File: config.mk
export PLATFORM = sky130hd
export DESIGN_NAME = mem_initiator_flat
export DESIGN_NICKNAME = d
export VERILOG_FILES = /design/src/rtl/mem_pkg.sv /design/src/rtl/mem_initiator_if.sv /design/src/rtl/mem_initiator.sv /design/src/flat_wrapper.sv
export SDC_FILE = /design/constraint.sdc
export NUM_CORES = 1
export LEC_CHECK = 0
export ABC_AREA = 1
export CAP_MARGIN = 10
export CORE_ASPECT_RATIO = 1.5
export CORE_MARGIN = 3
export CORE_UTILIZATION = 40
export CTS_CLUSTER_SIZE = 40
export DETAILED_ROUTE_END_ITERATION = 8
export PLACE_DENSITY = 0.77
export SYNTH_ARGS = -nofsm -noshare
export SYNTH_HDL_FRONTEND = slang
export SYNTH_SLANG_ARGS = --single-unit
File: constraint.sdc
create_clock -name clk -period 1.7 [get_ports clk]
set_clock_uncertainty 0.2 [all_clocks]
set_input_delay 0.34 -clock clk [delete_from_list [all_inputs] [get_ports clk]]
set_output_delay 0.34 -clock clk [all_outputs]
set_load 0.02 [all_outputs]
File: src/rtl/mem_pkg.sv
// Shared types and constants for the SoC memory request bus.
package mem_pkg;

    localparam int unsigned TAG_W  = 8;
    localparam int unsigned TRSC_W = 8;
    localparam int unsigned MESI_W = 8;
    localparam int unsigned ADDR_W = 64;

    typedef logic [TAG_W-1:0]  tag_t;
    typedef logic [TRSC_W-1:0] trsc_t;
    typedef logic [MESI_W-1:0] mesi_t;
    typedef logic [ADDR_W-1:0] addr_t;

    // Tag 0 on the bus means "no request"; issued tags run 1..255.
    localparam tag_t TAG_IDLE  = 8'd0;
    localparam tag_t TAG_FIRST = 8'd1;

    localparam mesi_t MESI_INVALID   = 8'h00;
    localparam mesi_t MESI_SHARED    = 8'h01;
    localparam mesi_t MESI_EXCLUSIVE = 8'h02;
    localparam mesi_t MESI_MODIFIED  = 8'h03;

    // Request side of the bus as driven by the initiator.
    typedef struct packed {
        logic  lock;
        tag_t  rqst;
        trsc_t trsc;
        addr_t addr;
    } bus_req_t;

    // Next tag in sequence, skipping the idle encoding on wrap.
    function automatic tag_t next_tag(input tag_t t);
        return (t == 8'hFF) ? TAG_FIRST : tag_t'(t + tag_t'(1));
    endfunction

endpackage

File: src/rtl/mem_initiator_if.sv
// Memory request bus: initiator drives lock/rqst/trsc/addr, responder returns resp/mesi.
interface mem_initiator_if;
    import mem_pkg::*;

    logic  lock;
    tag_t  rqst;
    trsc_t trsc;
    addr_t addr;
    tag_t  resp;
    mesi_t mesi;

    modport master (
        output lock,
        output rqst,
        output trsc,
        output addr,
        input  resp,
        input  mesi
    );

    modport slave (
        input  lock,
        input  rqst,
        input  trsc,
        input  addr,
        output resp,
        output mesi
    );

endinterface

File: src/rtl/mem_initiator.sv
// Initiator end of the memory request bus: one outstanding tagged request at a time,
// completes on a matching resp echo or aborts after TIMEOUT cycles.
module mem_initiator
    import mem_pkg::*;
#(
    parameter int unsigned TIMEOUT = 1024
) (
    input  logic  clk,
    input  logic  rst,
    input  logic  req_valid,
    output logic  req_ready,
    input  trsc_t req_trsc,
    input  addr_t req_addr,
    input  logic  req_lock,
    output logic  done_valid,
    output tag_t  done_tag,
    output mesi_t done_mesi,
    output logic  done_err,
    mem_initiator_if.master m_mem
);

    localparam int unsigned CNT_W = (TIMEOUT > 1) ? $clog2(TIMEOUT) : 1;

    typedef enum logic {
        ST_IDLE,
        ST_WAIT
    } state_t;

    state_t     state_q, state_d;
    tag_t       tag_q, tag_d;
    logic [CNT_W-1:0] cnt_q, cnt_d;
    logic       keep_lock_q, keep_lock_d;
    bus_req_t   bus_q, bus_d;
    logic       req_ready_q, req_ready_d;
    logic       done_valid_q, done_valid_d;
    tag_t       done_tag_q, done_tag_d;
    mesi_t      done_mesi_q, done_mesi_d;
    logic       done_err_q, done_err_d;

    logic accept;
    logic match;
    logic expire;

    // Handshake is held off in the completion cycle even though req_ready is already high.
    assign accept = (state_q == ST_IDLE) && req_valid && req_ready_q && !done_valid_q;
    // Issued tags are never zero, so resp==0 and stale echoes cannot match.
    assign match  = (state_q == ST_WAIT) && (m_mem.resp == tag_q);
    assign expire = (TIMEOUT != 0) && (cnt_q == CNT_W'(TIMEOUT - 1));

    // State and registered-output storage with synchronous active-low reset.
    always_ff @(posedge clk) begin
        if (!rst) begin
            state_q      <= ST_IDLE;
            tag_q        <= TAG_FIRST;
            cnt_q        <= '0;
            keep_lock_q  <= 1'b0;
            bus_q        <= '0;
            req_ready_q  <= 1'b0;
            done_valid_q <= 1'b0;
            done_tag_q   <= TAG_IDLE;
            done_mesi_q  <= MESI_INVALID;
            done_err_q   <= 1'b0;
        end else begin
            state_q      <= state_d;
            tag_q        <= tag_d;
            cnt_q        <= cnt_d;
            keep_lock_q  <= keep_lock_d;
            bus_q        <= bus_d;
            req_ready_q  <= req_ready_d;
            done_valid_q <= done_valid_d;
            done_tag_q   <= done_tag_d;
            done_mesi_q  <= done_mesi_d;
            done_err_q   <= done_err_d;
        end
    end

    // Next-state selection.
    always_comb begin
        state_d = state_q;
        case (state_q)
            ST_IDLE: if (accept)           state_d = ST_WAIT;
            ST_WAIT: if (match || expire)  state_d = ST_IDLE;
            default:                       state_d = ST_IDLE;
        endcase
    end

    // Next values for the registered outputs and datapath.
    always_comb begin
        tag_d        = tag_q;
        cnt_d        = cnt_q;
        keep_lock_d  = keep_lock_q;
        bus_d        = bus_q;
        req_ready_d  = req_ready_q;
        done_valid_d = 1'b0;
        done_tag_d   = done_tag_q;
        done_mesi_d  = done_mesi_q;
        done_err_d   = done_err_q;
        case (state_q)
            ST_IDLE: begin
                req_ready_d = 1'b1;
                if (accept) begin
                    bus_d.rqst  = tag_q;
                    bus_d.trsc  = req_trsc;
                    bus_d.addr  = req_addr;
                    bus_d.lock  = 1'b1;
                    keep_lock_d = req_lock;
                    cnt_d       = '0;
                    req_ready_d = 1'b0;
                end
            end
            ST_WAIT: begin
                if (match) begin
                    // Match takes priority over a timeout expiring in the same cycle.
                    done_valid_d = 1'b1;
                    done_tag_d   = tag_q;
                    done_mesi_d  = m_mem.mesi;
                    done_err_d   = 1'b0;
                    bus_d.rqst   = TAG_IDLE;
                    bus_d.lock   = keep_lock_q;
                    req_ready_d  = 1'b1;
                    tag_d        = next_tag(tag_q);
                end else if (expire) begin
                    done_valid_d = 1'b1;
                    done_tag_d   = tag_q;
                    done_mesi_d  = MESI_INVALID;
                    done_err_d   = 1'b1;
                    bus_d.rqst   = TAG_IDLE;
                    bus_d.lock   = 1'b0;
                    req_ready_d  = 1'b1;
                    tag_d        = next_tag(tag_q);
                end else begin
                    cnt_d = cnt_q + CNT_W'(1);
                end
            end
            default: ;
        endcase
    end

    assign req_ready  = req_ready_q;
    assign done_valid = done_valid_q;
    assign done_tag   = done_tag_q;
    assign done_mesi  = done_mesi_q;
    assign done_err   = done_err_q;
    assign m_mem.lock = bus_q.lock;
    assign m_mem.rqst = bus_q.rqst;
    assign m_mem.trsc = bus_q.trsc;
    assign m_mem.addr = bus_q.addr;

endmodule
File: src/flat_wrapper.sv
// flat-port wrapper written by rule: the top's interface ports become plain ports
module mem_initiator_flat import mem_pkg::*;
#(
    parameter int unsigned TIMEOUT = 1024
)
  (clk, rst, req_valid, req_ready, req_trsc, req_addr, req_lock, done_valid, done_tag, done_mesi, done_err, m_mem_lock, m_mem_rqst, m_mem_trsc, m_mem_addr, m_mem_resp, m_mem_mesi);
  mem_initiator_if m_mem_i ();
  input  logic clk;
  input  logic rst;
  input  logic req_valid;
  output logic req_ready;
  input  trsc_t req_trsc;
  input  addr_t req_addr;
  input  logic req_lock;
  output logic done_valid;
  output tag_t done_tag;
  output mesi_t done_mesi;
  output logic done_err;
  output wire logic [$bits(m_mem_i.lock)-1:0] m_mem_lock;
  output wire logic [$bits(m_mem_i.rqst)-1:0] m_mem_rqst;
  output wire logic [$bits(m_mem_i.trsc)-1:0] m_mem_trsc;
  output wire logic [$bits(m_mem_i.addr)-1:0] m_mem_addr;
  input wire logic [$bits(m_mem_i.resp)-1:0] m_mem_resp;
  input wire logic [$bits(m_mem_i.mesi)-1:0] m_mem_mesi;
  assign m_mem_lock = m_mem_i.lock;
  assign m_mem_rqst = m_mem_i.rqst;
  assign m_mem_trsc = m_mem_i.trsc;
  assign m_mem_addr = m_mem_i.addr;
  assign m_mem_i.resp = m_mem_resp;
  assign m_mem_i.mesi = m_mem_mesi;
  mem_initiator #(.TIMEOUT(TIMEOUT)) u_core (.clk(clk), .rst(rst), .req_valid(req_valid), .req_ready(req_ready), .req_trsc(req_trsc), .req_addr(req_addr), .req_lock(req_lock), .done_valid(done_valid), .done_tag(done_tag), .done_mesi(done_mesi), .done_err(done_err), .m_mem(m_mem_i));
endmodule
==> results.json <==
{
  "initial_core_util_pct": 41.2,
  "core_area_sq_mm": 0.0121,
  "synth-seq-area-share_pct": 48.2,
  "placed_area_sq_mm": 0.00738,
  "min_from": "rst",
  "stdcell_area_sq_mm": 0.00803,
  "hold_buffers": 0,
  "cts_made_buffers": 17,
  "syn-num-nets": 774,
  "clockBufferDepth": 2,
  "async_flop_share_pct": 0,
  "violations": "setup timing",
  "first_pass_iters": 4,
  "fin_ws_ns": -0.0988,
  "grt_pass1_wl_mm": 24.1,
  "antenna_found_initial": 0,
  "finalSetupViolations": 26,
  "synth_area_per_cell_sq_um": 7.33,
  "nets": 1001,
  "hold_path_class": "input pin to flip-flop",
  "max_slew_margin_pct": 73.3,
  "cts.sink_count": 120,
  "crit_start": "u_core.cnt_q[0]",
  "worstSetupEndpointType": "flip-flop",
  "fmax_mhz": 556,
  "cp_max_fo": 5,
  "cts_root_buffer": "clkbuf_16",
  "die_area_sq_mm": 0.0139,
  "io_buffers": 191,
  "rows": 49,
  "reg2reg_from": "u_core.cnt_q[0]",
  "synth_cell_type_count": 34,
  "die_w_um": 97.1,
  "ios": 192,
  "period_minus_slack_ns": 1.80,
  "ant_nets": 0,
  "via_per_inst": 4.90,
  "wire_per_inst_um": 14.2,
  "drc": 0,
  "status": "finished, violations left",
  "p_leak_nw": 3.66,
  "grt-ovfl-total": 0,
  "hold_viol_final": 0,
  "n_antenna_cell": 0,
  "wl_mm": 15.3,
  "critPathLaunchType": "flip-flop",
  "fin_util_pct": 66.5,
  "maxCapViolCount": 0,
  "synth_flop_cell": "dfxtp_1",
  "vias": 5252,
  "die_y_um": 143,
  "grt_pass1_vias": 5016,
  "cts_tree": "done",
  "worstSetupPathType": "flip-flop to flip-flop",
  "grt_max_degree": 57,
  "cts.reportedPaths.clkPinSlew_ns": 0.05,
  "syn_to_final_growth_pct": 61.1,
  "required_ns": 1.77,
  "initialDrtViolationCount": 229,
  "drive_gt1_share_pct": 15.7,
  "arrival_ns": 1.87,
  "final_cells": 1071,
  "pwr_density_cell_mw_per_mm2": 942,
  "place_hpwl_mm": 10.5,
  "gp_congestion": 0.849,
  "timing.final.crit_share_pct": 106,
  "insertion_delay_ns": 0.40,
  "irDropWorstVdd_mv": 0.698,
  "syn-cell-area_sq_mm": 0.00498,
  "placed_cells": 1037,
  "yosys_register_bits": 120,
  "ctsHtreeMaxLevel": 4,
  "grtUsageTotal_pct": 21.4,
  "synth-edff-count": 0,
  "ys.warnings.count": 0,
  "slew_violations": 0,
  "synthCells": 680,
  "tightest_slew_ns": 0.400,
  "rsz0062_at_grt": "yes"
}
==> registers in the layout, indices dropped and copies added, names as in the netlist <==
signal,cells
u_core.cnt_q,10
u_core.done_err,1
u_core.done_mesi,8
u_core.done_tag,8
u_core.done_valid,1
u_core.keep_lock_q,1
u_core.m_mem.addr,64
u_core.m_mem.lock,1
u_core.m_mem.rqst,8
u_core.m_mem.trsc,8
u_core.req_ready,1
u_core.state_q,1
u_core.tag_q,8
==> layout by cell type, fill, tap and decap left out, types with 6 or more instances in the layout <==
cell | synthesis | routed
o21ai_2 | 0 | 6
a21oi_1 | 35 | 32
nand2_2 | 2 | 8
dfxtp_1 | 120 | 113
buf_4 | 3 | 50
inv_2 | 8 | 8
nor2_1 | 188 | 186
inv_1 | 27 | 27
nand2_1 | 90 | 84
nand3_2 | 2 | 8
o21ai_0 | 84 | 78
clkdlybuf4s50_1 | 0 | 85
buf_12 | 0 | 6
clkbuf_16 | 0 | 18
nand4_1 | 27 | 27
dfxtp_2 | 0 | 7
dlygate4sd2_1 | 0 | 96
xor2_1 | 7 | 7
nand3_1 | 27 | 18
==> critical path: stages (launching register included) <==
cell and delay, ns:
dfxtp_2 0.35, ha_4 0.16, nand3_4 0.10, nor3_4 0.20, nand4_4 0.20, nand2_4 0.18
nor2_1 0.06, nor2_1 0.15, nor2_1 0.07
==> where the power goes <==
part	internal, mW	switching, mW	leakage [nW]
logic	0.509	0.617	2.42
clock network	2.14	1.25	0.263
registers	2.97	0.0716	0.981
total	5.62	1.93	3.66
==> final timing paths <==
check,endpoint,slack [ns],depth (start not counted)
hold / removal,u_core.m_mem.addr[62],0.08,3
hold reg to reg,u_core.done_err,0.25,2
setup / recovery,u_core.m_mem.lock,-0.1,8
setup reg to reg,u_core.m_mem.lock,-0.1,8
==> layer usage <==
metal | global-route usage (%) | part of all wire (%)
met5 | 0 | 0
met4 | 8.95 | 2.6
met3 | 6.21 | 6.0
met2 | 38.7 | 54
met1 | 23.5 | 38
==> kinds of logic after synthesis <==
kind of cell	count (synthesis)	share of synthesized area, %
fa+ha+maj	2	0.502
buf+inv	79	6.86
compound gates	122	12.4
simple gates	347	30.1
flops	120	48.2
xor+xnor	10	1.91
==> synthesized netlist by cell type, types with 2 or more instances <==
master    number  area share, %
clkinv_1       2           0.15
inv_2          8           0.60
buf_6          3           0.68
ha_1           2           0.50
buf_2          7           0.70
nor3_1         2           0.20
nand4_1       27            3.4
nand2_1       90            6.8
nand2_2        2           0.25
clkbuf_1      28            2.1
nand3_2        2           0.40
inv_1         27            2.0
buf_4          3           0.45
nor2_1       188             14
xnor2_1        2           0.35
xor2_1         7            1.2
o21ai_0       84            8.4
a21oi_1       35            3.5
dfxtp_1      120             48
nand3_1       27            2.7
==> through the flow <==
step	setup WS (ns)	hold slack [ns]	power, mW	TNS, ns
after floorplan	-0.0494	0.255	3.68	-0.478
after global placement	-0.424	0.234	4.31	-27.29
after detailed placement	-0.478	0.248	4.33	-30.16
after CTS	-0.0207	0.0662	7.62	-0.0294
after global routing	-0.189	0.0951	7.88	-4.92
final	-0.0988	0.0793	7.56	-0.939
==> cell type report <==
cell class | count | area (sq um)
Multi-Input combinational cell | 481 | 2390
Clock buffer | 23 | 488
Inverter | 38 | 150
Timing Repair Buffer | 249 | 2320
Sequential cell | 120 | 2410
Tap cell | 153 | 191
Clock inverter | 7 | 70.1
Fill cell | 1026 | 4050
==> what timing repair did <==
item | 4_1_cts | 5_1_grt
setup endpoints to repair | 142 | 51
setup buffers | 0 | 3
gates cloned | 0 | 1
pin swaps | 2 | 20
resized for setup | 109 | 50
No activity file was read; power rests on OpenSTA's default activity.
